<file path="config.mk">
export PLATFORM = sky130hd
export DESIGN_NAME = mem_wb_stage_flat
export DESIGN_NICKNAME = d
export VERILOG_FILES = /design/src/rtl/mem_wb_stage_pkg.sv /design/src/rtl/mem_wb_stage_if.sv /design/src/rtl/mem_wb_stage_load_extend.sv /design/src/rtl/mem_wb_stage.sv /design/src/flat_wrapper.sv
export SDC_FILE = /design/constraint.sdc
export NUM_CORES = 1
export LEC_CHECK = 0
export ABC_AREA = 1
export CORE_MARGIN = 3
export CORE_UTILIZATION = 50
export CTS_BUF_LIST = sky130_fd_sc_hd__clkbuf_4 sky130_fd_sc_hd__clkbuf_8
export DETAILED_ROUTE_END_ITERATION = 12
export PLACE_DENSITY = 0.86
export SYNTH_ARGS = -nofsm -noshare
export SYNTH_HDL_FRONTEND = slang
export SYNTH_SLANG_ARGS = --single-unit
export TNS_END_PERCENT = 30
</file>
<file path="constraint.sdc">
create_clock -name i_clk -period 3.4 [get_ports i_clk]
set_clock_uncertainty 0.2 [all_clocks]
set_input_delay 0.68 -clock i_clk [delete_from_list [all_inputs] [get_ports i_clk]]
set_output_delay 0.68 -clock i_clk [all_outputs]
set_load 0.1 [all_outputs]
</file>
<file path="src/rtl/mem_wb_stage_pkg.sv">
// Shared core types for the MEM/WB boundary:
// writeback select, load funct3 codes, stage bundle.
package mem_wb_stage_pkg;

  localparam int XLEN = 32;

  typedef enum logic [1:0] {
    WB_ALU = 2'b00,
    WB_LD  = 2'b01,
    WB_PC4 = 2'b10,
    WB_IMM = 2'b11
  } wb_sel_e;

  localparam logic [2:0] LD_LB  = 3'b000;
  localparam logic [2:0] LD_LH  = 3'b001;
  localparam logic [2:0] LD_LW  = 3'b010;
  localparam logic [2:0] LD_LBU = 3'b100;
  localparam logic [2:0] LD_LHU = 3'b101;

  typedef struct packed {
    logic [XLEN-1:0] alu_data;
    logic [XLEN-1:0] ld_data;
    logic [XLEN-1:0] pc4;
    logic [XLEN-1:0] imm;
    wb_sel_e         wb_sel;
    logic [4:0]      rd_addr;
    logic            rd_wren;
    logic            valid;
    logic            misalign;
  } mem_wb_t;

endpackage

</file>
<file path="src/rtl/mem_wb_stage_if.sv">
// MEM/WB stage bus: memory-stage results in,
// writeback mux candidates and retire count out.
interface mem_wb_stage_if #(
  parameter int CNT_W = 32
);
  import mem_wb_stage_pkg::*;

  logic            i_stall;
  logic            i_flush;
  logic            i_valid;
  logic [XLEN-1:0] i_alu_data;
  logic [XLEN-1:0] i_lsu_raw;
  logic [1:0]      i_byte_off;
  logic [2:0]      i_ld_type;
  logic [XLEN-1:0] i_pc;
  logic [XLEN-1:0] i_imm;
  logic [1:0]      i_wb_sel;
  logic [4:0]      i_rd_addr;
  logic            i_rd_wren;

  logic [XLEN-1:0] o_alu_data;
  logic [XLEN-1:0] o_ld_data;
  logic [XLEN-1:0] o_pc4;
  logic [XLEN-1:0] o_imm;
  logic [1:0]      o_wb_sel;
  logic [4:0]      o_rd_addr;
  logic            o_rd_wren;
  logic            o_valid;
  logic            o_misalign;
  logic [CNT_W-1:0] o_retire_cnt;

  modport master (
    output i_stall, i_flush, i_valid,
    output i_alu_data, i_lsu_raw,
    output i_byte_off, i_ld_type,
    output i_pc, i_imm, i_wb_sel,
    output i_rd_addr, i_rd_wren,
    input  o_alu_data, o_ld_data,
    input  o_pc4, o_imm, o_wb_sel,
    input  o_rd_addr, o_rd_wren,
    input  o_valid, o_misalign,
    input  o_retire_cnt
  );

  modport slave (
    input  i_stall, i_flush, i_valid,
    input  i_alu_data, i_lsu_raw,
    input  i_byte_off, i_ld_type,
    input  i_pc, i_imm, i_wb_sel,
    input  i_rd_addr, i_rd_wren,
    output o_alu_data, o_ld_data,
    output o_pc4, o_imm, o_wb_sel,
    output o_rd_addr, o_rd_wren,
    output o_valid, o_misalign,
    output o_retire_cnt
  );

endinterface

</file>
<file path="src/rtl/mem_wb_stage_load_extend.sv">
// Load lane select, sign/zero extension and
// misaligned-load detection (combinational).
module mem_wb_stage_load_extend
  import mem_wb_stage_pkg::*;
(
  input  logic [XLEN-1:0] raw,
  input  logic [1:0]      byte_off,
  input  logic [2:0]      ld_type,
  input  logic            valid,
  input  wb_sel_e         wb_sel,
  output logic [XLEN-1:0] data,
  output logic            misalign
);

  logic [XLEN-1:0] shifted;
  logic [7:0]      lane_b;
  logic [15:0]     lane_h;
  logic            bad_off;

  always_comb begin
    shifted  = raw >> {byte_off, 3'b000};
    lane_b   = shifted[7:0];
    lane_h   = byte_off[1] ? raw[31:16] : raw[15:0];
    data     = '0;
    bad_off  = 1'b0;
    unique case (1'b1)
      (ld_type == LD_LB):
        data = {{24{lane_b[7]}}, lane_b};
      (ld_type == LD_LBU):
        data = {24'b0, lane_b};
      (ld_type == LD_LH): begin
        data    = {{16{lane_h[15]}}, lane_h};
        bad_off = byte_off[0];
      end
      (ld_type == LD_LHU): begin
        data    = {16'b0, lane_h};
        bad_off = byte_off[0];
      end
      (ld_type == LD_LW): begin
        data    = raw;
        bad_off = |byte_off;
      end
      default: data = '0;
    endcase
    // only a real load instruction can fault
    misalign = valid && (wb_sel == WB_LD) && bad_off;
    if (misalign) data = '0;
  end

endmodule

</file>
<file path="src/rtl/mem_wb_stage.sv">
// MEM/WB pipeline register: captures writeback
// candidates, qualifies rd write, counts retirements.
module mem_wb_stage
  import mem_wb_stage_pkg::*;
#(
  parameter int          CNT_W  = 32,
  parameter int unsigned PC_INC = 4
)(
  input  logic           i_clk,
  input  logic           i_reset,
  mem_wb_stage_if.slave  bus
);

  mem_wb_t          r;
  mem_wb_t          nxt;
  logic [CNT_W-1:0] cnt;
  logic [XLEN-1:0]  ld_data;
  logic             misalign;

  mem_wb_stage_load_extend u_ld (
    .raw      (bus.i_lsu_raw),
    .byte_off (bus.i_byte_off),
    .ld_type  (bus.i_ld_type),
    .valid    (bus.i_valid),
    .wb_sel   (wb_sel_e'(bus.i_wb_sel)),
    .data     (ld_data),
    .misalign (misalign)
  );

  always_comb begin
    nxt          = '0;
    nxt.alu_data = bus.i_alu_data;
    nxt.ld_data  = ld_data;
    nxt.pc4      = bus.i_pc + XLEN'(PC_INC);
    nxt.imm      = bus.i_imm;
    nxt.wb_sel   = wb_sel_e'(bus.i_wb_sel);
    nxt.rd_addr  = bus.i_rd_addr;
    nxt.rd_wren  = bus.i_valid
                 & bus.i_rd_wren
                 & (bus.i_rd_addr != 5'd0)
                 & ~misalign;
    nxt.valid    = bus.i_valid;
    nxt.misalign = misalign;
  end

  always_ff @(posedge i_clk) begin
    if (i_reset) begin
      r   <= '0;
      cnt <= '0;
    end else if (bus.i_flush) begin
      r   <= '0;
    end else if (!bus.i_stall) begin
      r <= nxt;
      if (bus.i_valid && !misalign)
        cnt <= cnt + CNT_W'(1);
    end
  end

  assign bus.o_alu_data   = r.alu_data;
  assign bus.o_ld_data    = r.ld_data;
  assign bus.o_pc4        = r.pc4;
  assign bus.o_imm        = r.imm;
  assign bus.o_wb_sel     = r.wb_sel;
  assign bus.o_rd_addr    = r.rd_addr;
  assign bus.o_rd_wren    = r.rd_wren;
  assign bus.o_valid      = r.valid;
  assign bus.o_misalign   = r.misalign;
  assign bus.o_retire_cnt = cnt;

endmodule

</file>
<file path="src/flat_wrapper.sv">
// flat-port wrapper written by rule: the top's interface ports become plain ports
module mem_wb_stage_flat import mem_wb_stage_pkg::*;
#(
  parameter int          CNT_W  = 32,
  parameter int unsigned PC_INC = 4
)
  (i_clk, i_reset, bus_i_stall, bus_i_flush, bus_i_valid, bus_i_alu_data, bus_i_lsu_raw, bus_i_byte_off, bus_i_ld_type, bus_i_pc, bus_i_imm, bus_i_wb_sel, bus_i_rd_addr, bus_i_rd_wren, bus_o_alu_data, bus_o_ld_data, bus_o_pc4, bus_o_imm, bus_o_wb_sel, bus_o_rd_addr, bus_o_rd_wren, bus_o_valid, bus_o_misalign, bus_o_retire_cnt);
  mem_wb_stage_if #(.CNT_W(CNT_W)) bus_i ();
  input  logic i_clk;
  input  logic i_reset;
  input wire logic [$bits(bus_i.i_stall)-1:0] bus_i_stall;
  input wire logic [$bits(bus_i.i_flush)-1:0] bus_i_flush;
  input wire logic [$bits(bus_i.i_valid)-1:0] bus_i_valid;
  input wire logic [$bits(bus_i.i_alu_data)-1:0] bus_i_alu_data;
  input wire logic [$bits(bus_i.i_lsu_raw)-1:0] bus_i_lsu_raw;
  input wire logic [$bits(bus_i.i_byte_off)-1:0] bus_i_byte_off;
  input wire logic [$bits(bus_i.i_ld_type)-1:0] bus_i_ld_type;
  input wire logic [$bits(bus_i.i_pc)-1:0] bus_i_pc;
  input wire logic [$bits(bus_i.i_imm)-1:0] bus_i_imm;
  input wire logic [$bits(bus_i.i_wb_sel)-1:0] bus_i_wb_sel;
  input wire logic [$bits(bus_i.i_rd_addr)-1:0] bus_i_rd_addr;
  input wire logic [$bits(bus_i.i_rd_wren)-1:0] bus_i_rd_wren;
  output wire logic [$bits(bus_i.o_alu_data)-1:0] bus_o_alu_data;
  output wire logic [$bits(bus_i.o_ld_data)-1:0] bus_o_ld_data;
  output wire logic [$bits(bus_i.o_pc4)-1:0] bus_o_pc4;
  output wire logic [$bits(bus_i.o_imm)-1:0] bus_o_imm;
  output wire logic [$bits(bus_i.o_wb_sel)-1:0] bus_o_wb_sel;
  output wire logic [$bits(bus_i.o_rd_addr)-1:0] bus_o_rd_addr;
  output wire logic [$bits(bus_i.o_rd_wren)-1:0] bus_o_rd_wren;
  output wire logic [$bits(bus_i.o_valid)-1:0] bus_o_valid;
  output wire logic [$bits(bus_i.o_misalign)-1:0] bus_o_misalign;
  output wire logic [$bits(bus_i.o_retire_cnt)-1:0] bus_o_retire_cnt;
  assign bus_i.i_stall = bus_i_stall;
  assign bus_i.i_flush = bus_i_flush;
  assign bus_i.i_valid = bus_i_valid;
  assign bus_i.i_alu_data = bus_i_alu_data;
  assign bus_i.i_lsu_raw = bus_i_lsu_raw;
  assign bus_i.i_byte_off = bus_i_byte_off;
  assign bus_i.i_ld_type = bus_i_ld_type;
  assign bus_i.i_pc = bus_i_pc;
  assign bus_i.i_imm = bus_i_imm;
  assign bus_i.i_wb_sel = bus_i_wb_sel;
  assign bus_i.i_rd_addr = bus_i_rd_addr;
  assign bus_i.i_rd_wren = bus_i_rd_wren;
  assign bus_o_alu_data = bus_i.o_alu_data;
  assign bus_o_ld_data = bus_i.o_ld_data;
  assign bus_o_pc4 = bus_i.o_pc4;
  assign bus_o_imm = bus_i.o_imm;
  assign bus_o_wb_sel = bus_i.o_wb_sel;
  assign bus_o_rd_addr = bus_i.o_rd_addr;
  assign bus_o_rd_wren = bus_i.o_rd_wren;
  assign bus_o_valid = bus_i.o_valid;
  assign bus_o_misalign = bus_i.o_misalign;
  assign bus_o_retire_cnt = bus_i.o_retire_cnt;
  mem_wb_stage #(.CNT_W(CNT_W), .PC_INC(PC_INC)) u_core (.i_clk(i_clk), .i_reset(i_reset), .bus(bus_i));
endmodule
</file>
==> results.py <==
metrics = {
    "status": {
        "status": "finished clean",
    },
    "cells_and_area": {
        "diodes": 0,
        "finalNonFillerCells": 1855,
        "area_growth_pct": 37.8,
        "mostFrequentLayoutCell": "nand2_1",
        "stdcell_area_um2": 11700,
        "fillers": 1415,
        "layout.nets": 1774,
        "layout_common_cells": "nand2_1 (513), nor2_1 (195), buf_4 (183), dfxtp_1 (170), clkdlybuf4s50_1 (144)",
        "finish.utilization_pct": 71.9,
        "drive_gt1_share_pct": 14.2,
    },
    "place": {
        "place_congestion": 0.976,
        "io_buffer_count": 315,
        "dpl.cell_count": 1823,
        "dp_hpwl_mm": 21.5,
        "placed_area_um2": 11300,
        "pre_cts_ws_ns": 0.309,
    },
    "timing": {
        "tightest_slew_ns": 1.17,
        "holdWs_ns": 0.268,
        "rsz0062_at_grt": "no",
        "fmax_mhz": 376,
        "worst_slack_ns": 0.743,
        "fin_crit_sh_pct": 78.1,
        "slew_headroom_pct": 21.9,
        "finalMaxSlewViolations": 0,
        "finalHoldViolations": 0,
        "report.final.setup_viol": 0,
        "finalSetupTns_ns": 0,
        "period_minus_slack_ns": 2.66,
    },
    "critical_path": {
        "worst_ep_required_time_ns": 3.56,
        "path_delay_family": "buffers and inverters",
        "path_buf_inv": 2,
        "crit_end": "u_core.bus.o_retire_cnt[4]",
        "max_stage_delay_ns": 0.54,
        "cpMaxStageDelayCell": "clkdlybuf4s50_1",
        "cpMostUsedCell": "nand2_1",
        "reg2reg_depth": 8,
        "cp-start-kind": "input pin",
        "crit_cells": 10,
        "arrival_ns": 2.82,
        "r2r-start": "u_core.bus.o_retire_cnt[1]",
        "crit_path_cell_trace": "clkdlybuf4s50_1, nor2_2, nand2_4, nand2_1, nand2_2, nand3_2, inv_2, nand2_1, o21ai_0, nor2_1",
        "crit_fanout": 24,
        "r2r_slack_ns": 1.50,
        "path_class": "in2reg",
        "r2r_end": "u_core.bus.o_retire_cnt[22]",
        "startpoint": "bus_i_ld_type[2]",
        "cp-end-kind": "register",
    },
    "clocking": {
        "cts_hold_buf": 0,
        "clk_latency_ns": 0.47,
        "root_buffer": "clkbuf_8",
        "cts_buffer_depth": 2,
        "htreeDepth": 4,
        "numCtsBuffers": 17,
        "cts_tree": "yes",
        "cts_sinks": 170,
        "path_clk_slew_ns": 0.09,
        "cts-resized-gates": 0,
        "post-cts-setup-buffers": 0,
    },
    "detailed_routing": {
        "drt.antenna.violating_nets": 0,
        "wl_mm": 28.2,
        "drtPass1Iterations": 6,
        "drc": 0,
        "vias": 9553,
        "viasPerCell": 5.15,
        "first_iter_violations": 762,
        "avgRoutedWirePerCell_um": 15.2,
    },
    "global_routing": {
        "grt_pass1_wl_mm": 44.4,
        "grt_max_degree": 118,
        "grt_pass1_vias": 9039,
        "grt-ovfl-total": 0,
        "antenna_found_initial": 2,
        "grt_usage_pct": 29.9,
    },
    "run": {
        "maxCapViolCount": 0,
    },
    "floorplanning": {
        "start_util_pct": 52.2,
        "num_rows": 46,
        "fp.dieArea_um2": 18500,
        "io_pins": 316,
        "core_um2": 16200,
        "die_x_um": 136,
        "die_h_um": 136,
    },
    "yosys": {
        "netlist_area_um2": 8470,
        "syn_inst": 1340,
        "yosys_warnings": 0,
        "syn_nets": 1488,
        "synth-seq-cells": 170,
        "yosysSeqAreaShare_pct": 40.2,
        "synth_cell_types": 33,
        "synth_area_per_cell_um2": 6.32,
    },
    "min_path": {
        "hp-class": "reg2reg",
        "hold_depth": 2,
    },
    "pwr": {
        "leakage_nw": 5.18,
        "total_power_mw": 4.53,
        "power.density_nw_per_um2": 388,
        "vdd.ir_drop.worst_mv": 0.268,
    },
}
==> how the worst min path moves through the flow <==
| stage | startpoint | endpoint | slack (ns) |
|---|---|---|---|
| finish | u_core.bus.o_ld_data[25] | u_core.bus.o_ld_data[25] | 0.27 |
| CTS | u_core.bus.o_alu_data[5] | u_core.bus.o_alu_data[5] | 0.27 |
| global route | u_core.bus.o_alu_data[19] | u_core.bus.o_alu_data[19] | 0.28 |
| detailed placement | u_core.bus.o_alu_data[5] | u_core.bus.o_alu_data[5] | 0.26 |
| global placement | u_core.bus.o_imm[27] | u_core.bus.o_imm[27] | 0.25 |
| floorplan | bus_i_pc[2] | u_core.bus.o_pc4[2] | 0.57 |
==> worst register-to-register path: cells and delay by family (launching register included) <==
family	cells	cell delay, ns
simple gates	7	0.97
flops	1	0.41
fa+ha+maj	1	0.23
==> flip-flops by register name, indices dropped and copies added, names as in the netlist <==
name                     cells
u_core.bus.o_pc4            32
u_core.bus.o_valid           1
u_core.bus.o_rd_wren         1
u_core.bus.o_wb_sel          2
u_core.bus.o_misalign        1
u_core.bus.o_ld_data        32
u_core.bus.o_retire_cnt     32
u_core.bus.o_rd_addr         5
u_core.bus.o_imm            32
u_core.bus.o_alu_data       32
==> logic make-up (layout without fill, tap and decap cells) <==
family                     Yosys count  in the layout  synth area share, %
AOI/OAI and AO/OA                  188            188                 11.8
adders and majority gates            2              2                0.295
buffers and inverters              166            465                 8.25
xor gates and xnor gates            20             20                 2.07
and+or+nand+nor                    794            794                 37.4
DFF                                170            170                 40.2
==> power breakdown <==
part	internal, mW	total (mW)	switching (mW)
combinational	0.307	0.982	0.675
clock	0.665	1.48	0.816
sequential	2.04	2.07	0.0291
==> cell usage after synthesis <==
| library cell | count | share of area [%] |
|---|---|---|
| nand2_4 | 1 | 0.13 |
| o21ai_1 | 1 | 0.059 |
| inv_2 | 2 | 0.089 |
| nand3b_1 | 8 | 0.71 |
| nor2_8 | 1 | 0.24 |
| a21oi_4 | 1 | 0.19 |
| o211ai_4 | 1 | 0.25 |
| clkinv_1 | 2 | 0.089 |
| buf_1 | 7 | 0.31 |
| nor3_1 | 5 | 0.30 |
| nand2_1 | 513 | 23 |
| nor2_2 | 3 | 0.22 |
| and3_1 | 1 | 0.074 |
| nor2_4 | 3 | 0.40 |
| clkbuf_1 | 35 | 1.6 |
| buf_4 | 1 | 0.089 |
| xor2_1 | 13 | 1.3 |
| nand4_1 | 10 | 0.74 |
| nand3_1 | 51 | 3.0 |
| xnor2_1 | 7 | 0.72 |
| buf_6 | 8 | 1.1 |
| buf_2 | 9 | 0.53 |
| clkbuf_2 | 1 | 0.059 |
| o211ai_1 | 10 | 0.89 |
| o21bai_1 | 2 | 0.18 |
| ha_1 | 2 | 0.30 |
| nand3_2 | 1 | 0.12 |
| a21oi_1 | 138 | 8.1 |
| nand2_2 | 2 | 0.15 |
| o21ai_0 | 35 | 2.1 |
| inv_1 | 101 | 4.5 |
| dfxtp_1 | 170 | 40 |
| nor2_1 | 195 | 8.6 |
==> metal layers <==
metal	GRT usage [%]	up-vias	wire length, µm
met1	34.2	4282	10800
met2	50.7	422	13600
met3	9.81	85	2590
met4	13.4	4	1230
li1	-	4760	-
met5	0	-	21
==> cell type report <==
cell class	count	area, µm²	share of cell area [%]
flip-flops and latches	170	3400	29.1
clock buffers	17	234	2.00
multi-input cells	1004	4370	37.4
clock inverters	15	163	1.39
well taps	216	270	2.31
repair buffers	328	2840	24.3
inverters	105	399	3.42
Note: power is estimated with default switching activity, not from simulation.
